File: src/rtl/tt_pad_pkg.sv
// Shared types and constants for the tile pad-control cell.
// Holds the per-channel config byte layout, the pad modes and the reset configuration.
package tt_pad_pkg;

  localparam int unsigned CFG_W  = 8;
  localparam int unsigned HCLK_W = 2;
  localparam int unsigned MODE_W = 2;

  // Bit offsets inside one channel's config byte
  localparam int unsigned OFS_MODE = 0;
  localparam int unsigned OFS_IE   = 2;
  localparam int unsigned OFS_SL   = 3;
  localparam int unsigned OFS_CS   = 4;
  localparam int unsigned OFS_PD   = 5;
  localparam int unsigned OFS_PU   = 6;
  localparam int unsigned OFS_INV  = 7;

  typedef enum logic [MODE_W-1:0] {
    MODE_DIS    = 2'b00,
    MODE_OUT    = 2'b01,
    MODE_ODRAIN = 2'b10,
    MODE_BIDIR  = 2'b11
  } pad_mode_e;

  typedef struct packed {
    logic      inv;
    logic      pu;
    logic      pd;
    logic      cs;
    logic      sl;
    logic      ie;
    pad_mode_e mode;
  } pad_cfg_t;

  typedef struct packed {
    logic pu;
    logic pd;
  } hclk_cfg_t;

  // Pads come out of reset disabled and pulled down
  localparam pad_cfg_t CFG_RST = '{
    inv: 1'b0, pu: 1'b0, pd: 1'b1, cs: 1'b0, sl: 1'b0, ie: 1'b0, mode: MODE_DIS
  };

  localparam hclk_cfg_t HCLK_RST = '{pu: 1'b0, pd: 1'b1};

endpackage

File: src/rtl/tt_pad_chan.sv
// One hsig channel: registered pad output/enable per mode, input synchroniser and edge detect.
// The last synchroniser stage doubles as the usr_in register so usr_in is a flop output.
module tt_pad_chan
  import tt_pad_pkg::*;
#(
  parameter int unsigned SYNC_STAGES = 2
) (
  input  logic      clk,
  input  logic      rst_n,
  input  pad_mode_e mode,
  input  logic      inv,
  input  logic      ie,
  input  logic      usr_out,
  input  logic      usr_oe,
  input  logic      pad_y,
  output logic      pad_a,
  output logic      pad_oe,
  output logic      usr_in,
  output logic      usr_in_rise,
  output logic      usr_in_fall
);

  localparam int unsigned SYNC_W = SYNC_STAGES - 1;

  logic [SYNC_W-1:0] sync;
  logic              data;
  logic              a_d;
  logic              oe_d;
  logic              in_d;

  // Pad drive decode per mode
  always_comb begin
    a_d  = 1'b0;
    oe_d = 1'b0;
    data = usr_out ^ inv;
    case (mode)
      MODE_OUT: begin
        oe_d = 1'b1;
        a_d  = data;
      end
      MODE_ODRAIN: oe_d = ~data;
      MODE_BIDIR: begin
        oe_d = usr_oe;
        a_d  = data;
      end
      default: ;
    endcase
  end

  assign in_d = (sync[SYNC_W-1] ^ inv) & ie;

  always_ff @(posedge clk or negedge rst_n) begin
    if (!rst_n) begin
      pad_a  <= 1'b0;
      pad_oe <= 1'b0;
    end else begin
      pad_a  <= a_d;
      pad_oe <= oe_d;
    end
  end

  // Synchroniser plus edge pulses aligned with the usr_in change
  always_ff @(posedge clk or negedge rst_n) begin
    if (!rst_n) begin
      sync        <= '0;
      usr_in      <= 1'b0;
      usr_in_rise <= 1'b0;
      usr_in_fall <= 1'b0;
    end else begin
      sync[0] <= pad_y;
      for (int k = 1; k < int'(SYNC_W); k++) begin
        sync[k] <= sync[k-1];
      end
      usr_in      <= in_d;
      usr_in_rise <= in_d & ~usr_in;
      usr_in_fall <= ~in_d & usr_in;
    end
  end

endmodule

File: src/rtl/tt_pad_ctrl_cell.sv
// Tile-side pad control: serial config chain with counted, atomic commit into a shadow register
// that drives N_CH hsig pads and the hclk pad pulls.
module tt_pad_ctrl_cell
  import tt_pad_pkg::*;
#(
  parameter int unsigned N_CH        = 4,
  parameter int unsigned SYNC_STAGES = 2
) (
  input  logic            clk,
  input  logic            rst_n,
  input  logic            cfg_sdi,
  input  logic            cfg_shift,
  input  logic            cfg_commit,
  output logic            cfg_sdo,
  output logic            cfg_ack,
  output logic            cfg_err,
  input  logic [N_CH-1:0] usr_out,
  input  logic [N_CH-1:0] usr_oe,
  output logic [N_CH-1:0] usr_in,
  output logic [N_CH-1:0] usr_in_rise,
  output logic [N_CH-1:0] usr_in_fall,
  input  logic            hclk_Y,
  output logic            hclk_in,
  output logic            hclk_PD,
  output logic            hclk_PU,
  input  logic [N_CH-1:0] hsig_Y,
  output logic [N_CH-1:0] hsig_A,
  output logic [N_CH-1:0] hsig_OE,
  output logic [N_CH-1:0] hsig_IE,
  output logic [N_CH-1:0] hsig_SL,
  output logic [N_CH-1:0] hsig_CS,
  output logic [N_CH-1:0] hsig_PD,
  output logic [N_CH-1:0] hsig_PU
);

  localparam int unsigned CHAIN_LEN = N_CH * CFG_W + HCLK_W;
  localparam int unsigned CNT_W     = $clog2(CHAIN_LEN + 2);

  localparam logic [CNT_W-1:0]     CNT_FULL   = CNT_W'(CHAIN_LEN);
  localparam logic [CNT_W-1:0]     CNT_SAT    = CNT_W'(CHAIN_LEN + 1);
  localparam logic [CHAIN_LEN-1:0] SHADOW_RST = {{N_CH{CFG_RST}}, HCLK_RST};

  logic [CHAIN_LEN-1:0] sr;
  logic [CHAIN_LEN-1:0] sr_d;
  logic [CHAIN_LEN-1:0] shadow;
  logic [CHAIN_LEN-1:0] shadow_d;
  logic [CNT_W-1:0]     cnt;
  logic [CNT_W-1:0]     cnt_d;
  logic                 ack_d;
  logic                 err_d;
  hclk_cfg_t            hclk_cfg;

  // Commit wins over a same-cycle shift and is judged on the pre-shift count
  always_comb begin
    sr_d     = sr;
    cnt_d    = cnt;
    shadow_d = shadow;
    ack_d    = 1'b0;
    err_d    = cfg_err;
    if (cfg_commit) begin
      cnt_d = '0;
      if (cnt == CNT_FULL) begin
        shadow_d = sr;
        ack_d    = 1'b1;
        err_d    = 1'b0;
      end else begin
        err_d = 1'b1;
      end
    end else if (cfg_shift) begin
      sr_d = {sr[CHAIN_LEN-2:0], cfg_sdi};
      if (cnt != CNT_SAT) begin
        cnt_d = cnt + CNT_W'(1);
      end
    end
  end

  always_ff @(posedge clk or negedge rst_n) begin
    if (!rst_n) begin
      sr      <= '0;
      cnt     <= '0;
      shadow  <= SHADOW_RST;
      cfg_ack <= 1'b0;
      cfg_err <= 1'b0;
    end else begin
      sr      <= sr_d;
      cnt     <= cnt_d;
      shadow  <= shadow_d;
      cfg_ack <= ack_d;
      cfg_err <= err_d;
    end
  end

  assign cfg_sdo  = sr[CHAIN_LEN-1];
  assign hclk_in  = hclk_Y;
  assign hclk_cfg = hclk_cfg_t'(shadow[HCLK_W-1:0]);
  assign hclk_PD  = hclk_cfg.pd;
  assign hclk_PU  = hclk_cfg.pu;

  for (genvar i = 0; i < int'(N_CH); i++) begin : g_ch
    localparam int unsigned BASE = HCLK_W + CFG_W * i;

    pad_cfg_t c;

    assign c.mode = pad_mode_e'(shadow[BASE+OFS_MODE +: MODE_W]);
    assign c.ie   = shadow[BASE+OFS_IE];
    assign c.sl   = shadow[BASE+OFS_SL];
    assign c.cs   = shadow[BASE+OFS_CS];
    assign c.pd   = shadow[BASE+OFS_PD];
    assign c.pu   = shadow[BASE+OFS_PU];
    assign c.inv  = shadow[BASE+OFS_INV];

    // Static pad controls follow the shadow directly
    assign hsig_IE[i] = c.ie;
    assign hsig_SL[i] = c.sl;
    assign hsig_CS[i] = c.cs;
    assign hsig_PD[i] = c.pd;
    assign hsig_PU[i] = c.pu;

    tt_pad_chan #(
      .SYNC_STAGES(SYNC_STAGES)
    ) u_chan (
      .clk        (clk),
      .rst_n      (rst_n),
      .mode       (c.mode),
      .inv        (c.inv),
      .ie         (c.ie),
      .usr_out    (usr_out[i]),
      .usr_oe     (usr_oe[i]),
      .pad_y      (hsig_Y[i]),
      .pad_a      (hsig_A[i]),
      .pad_oe     (hsig_OE[i]),
      .usr_in     (usr_in[i]),
      .usr_in_rise(usr_in_rise[i]),
      .usr_in_fall(usr_in_fall[i])
    );
  end

endmodule

File: config.mk
export PLATFORM = sky130hd
export DESIGN_NAME = tt_pad_ctrl_cell
export DESIGN_NICKNAME = d
export VERILOG_FILES = /design/src/rtl/tt_pad_pkg.sv /design/src/rtl/tt_pad_chan.sv /design/src/rtl/tt_pad_ctrl_cell.sv
export SDC_FILE = /design/constraint.sdc
export NUM_CORES = 1
export LEC_CHECK = 0
export BUFFER_PORTS_ARGS = -buffer_cell sky130_fd_sc_hd__buf_2
export CAP_MARGIN = 5
export CORE_UTILIZATION = 45
export DETAILED_ROUTE_END_ITERATION = 8
export GPL_TIMING_DRIVEN = 0
export HOLD_SLACK_MARGIN = 0.05
export PLACE_DENSITY = 0.66
export SLEW_MARGIN = 5
export SYNTH_ARGS = -nofsm -noshare
export SYNTH_HDL_FRONTEND = slang
export SYNTH_SLANG_ARGS = --single-unit
File: constraint.sdc
create_clock -name clk -period 2 [get_ports clk]
set_input_delay 0.5 -clock clk [delete_from_list [all_inputs] [get_ports clk]]
set_output_delay 0.5 -clock clk [all_outputs]
set_load 0.1 [all_outputs]
==> results.md <==
- Final Hold Fails: 0
- Area delta synth->final: 16.1%
- Iteration-0 DRC Markers: 54
- Period utilization: 91.2%
- Most common cell after layout, fill and taps aside: dfrtp_1
- Vias: 2207
- Slew margin rel.: 49.3%
- Fill cells: 753
- Clock root cell: clkbuf_8
- Clock Latency Late Sink: 0.35 ns
- PnR worst setup slack: 0.176 ns
- Bufs on Longest Clock Path: 2
- Synth area leaders: dfrtp_1 58%, mux2_2 11%, mux2_4 10%, buf_4 4.5%, dfstp_2 3.2%
- Core area: 8810 sq um
- CTS hold repair buffers: 0
- Maxcap violations: 0
- Critical path class: register to output pin
- Gpl congestion: 0.739
- CP arrival: 1.32 ns
- Compound-Gate Fraction of Synth Area: 2.21%
- Commonest cells after routing, fill and taps aside: 95 x dfrtp_1, 65 x buf_2, 40 x mux2_2
- CP Launch Type: register
- Final WL: 6000 microns
- Critical path's slowest cell: dfstp_2
- Nets: 370
- Port Buffers: 61
- # rows: 34
- Final core area utilization: 54.4%
- Min-Delay Path Class: input port to asynchronous set/reset pin
- Gr ovfl total: 0
- Clock Sinks: 100
- Mapped Area: 4130 sq um
- Average routed wire per standard cell: 13.0 microns
- Final-report max-slew violation count: 0
- CP Data Required Time: 1.50 ns
- Antenna cell count: 0
- Die height: 97.7 microns
- Vias in the first global route: 2172
- Peak supply drop: 371 uV
- Sum Neg Setup Slack: 0 ns
- Power per cell area: 804 nW/um^2
- Net count of the mapped netlist: 297
- Fmax: 0.548 GHz
- Top-level port count: 64
- DRC viols: 16
- Top-area cell type share of the netlist area: 57.6%
- RSZ-0062 raised after global routing: no
- Worst Path Buf+Inv: 1
- CTS tree: yes
- Maximum fanout along the worst path: 2
- Top delay family on crit path: flip-flops
- Sequential area share after synthesis: 60.8%
- Tmin final: 1.82 ns
- Cells resized by post-CTS repair: 0
- Share of cells above drive strength 1: 53.2%
- Gr usage total: 13.9%
- Clock-pin slew on the worst setup and hold paths: 0.09 ns
- Pre-CTS setup slack: 0.193 ns
- Failing checks: DRC
- Final setup fails: 0
- DPL Wire Length: 4170 microns
- ANT nets after route: 0
- Main combinational cell family by area after synthesis: multiplexers
- Largest net degree at the start of global routing: 63
- Initial antenna violation count: 0
- Yosys top cell by area: dfrtp_1
- Post-Synth Simple-Gate Area: 5.25%
- Die area: 9550 sq um
- Multi-input gate area: 1290 sq um
- Lkg Pwr: 2.55 nW
- Die width: 97.7 microns
- Cell chain of the critical path: buf_2
- Global-route wire length before repair: 10400 microns
- Yosys warnings: 0
- Crit-path max cell delay: 0.55 ns
- Starting density of the core: 46.8%
- Postcts setup bufs: 0
- #FFs+latches synth: 100
- # H-tree levels: 3
- Mean Syn Cell Area: 14.9 sq um
- Adder-cell share of the synthesized area: 0.607%
- Cts bufs inserted: 9
- Post-Syn Instances: 277
- Outcome: finished with violations
- Clock skew: 0.00939 ns
- Worst-Margin Slew: 0.760 ns
- Post-synthesis mux area share: 21.1%
- Via/cell ratio: 4.77
- Worst Setup End Kind: output pin
- Synth unique cells: 32
- XOR/XNOR share of the synthesized area: 2.12%
- Seq. cell area: 2510 sq um
- Drt pass-1 iters: 6
through the flow:
stage	hold WS, ns	cell area [sq um]	total power [mW]	instances
2_1_floorplan	0.204	4130	2.50	277
3_3_place_gp	0.424	4570	2.60	446
3_5_place_dp	0.436	4590	2.63	447
4_1_cts	0.230	4790	3.92	463
5_1_grt	0.221	4790	4.06	463
6_report	0.213	4790	3.85	463
layout make-up:
type                    instances  share of cell area (%)
plain buffers                  35                    6.01
clock buffers                  12                    3.24
clock inverters                 4                   0.992
inverters                      10                   0.783
multi-input cells             132                    27.0
flip-flops and latches        100                    52.4
well taps                     108                    2.82
repair buffers                 62                    6.84
cell families (layout without fill, tap and decap cells):
group                    Yosys count  count (layout)
AO/OA/AOI/OAI                     15              15
XOR/XNOR                          10              10
adder cells (fa/ha/maj)            2               2
buffers and inverters             45             123
flip-flops                       100             100
multiplexers                      68              68
AND/OR/NAND/NOR                   37              37
Yosys cell counts:
cell type  instances
dfrtp_1           95
mux2_2            40
mux2_4            28
buf_4             25
inv_1             10
nor2_1             8
a21oi_1            6
nand2_1            6
xor2_1             6
buf_2              5
dfstp_2            5
nor2b_1            5
a31oi_1            4
and2_1             4
xnor2_1            4
buf_12             3
nand3_1            3
ha_1               2
nand4_1            2
o21ai_0            2
or3b_2             2
or4b_2             2
a211oi_1           1
and3_1             1
buf_6              1
clkbuf_1           1
nand2b_1           1
nand4b_1           1
nor4b_2            1
o211a_1            1
o31a_1             1
or3_1              1
sequential cells by signal, summed over array words and instances, names as in the netlist:
name,count
shadow,34
sr,34
cnt,6
g_ch.u_chan.pad_a,4
g_ch.u_chan.pad_oe,4
g_ch.u_chan.sync,4
g_ch.u_chan.usr_in,4
g_ch.u_chan.usr_in_fall,4
g_ch.u_chan.usr_in_rise,4
cfg_ack,1
cfg_err,1
power breakdown:
part | total [mW] | internal [mW] | switching, mW | leakage [nW]
sequential | 2.29 | 2.18 | 0.116 | 1.34
clock | 1.28 | 0.643 | 0.632 | 0.102
combinational | 0.281 | 0.163 | 0.119 | 1.11
total | 3.85 | 2.98 | 0.867 | 2.55
per-layer routing:
metal / vias to the layer above / routed length [microns] / global-route usage (%)
li1: 1067 / - / -
met1: 1087 / 2840 / 18.5
met2: 46 / 2820 / 21.3
met3: 7 / 273 / 4.37
met4: 0 / 69 / 5.59
met5: - / 0 / 0
final timing paths:
check,slack (ns),to,start,cells past startpoint
setup reg to reg,0.19,shadow[8],cnt[2],5
hold reg to reg,0.45,g_ch[0].u_chan.usr_in_rise,g_ch[0].u_chan.usr_in,1
setup / recovery,0.18,hsig_PD[0],shadow[7],1
max in group asynchronous,1.10,sr[30],rst_n,2
min in group clk,0.25,g_ch[3].u_chan.sync,hsig_Y[3],1
hold / removal,0.21,g_ch[1].u_chan.pad_oe,rst_n,1
(Power assumes the default switching activity.)
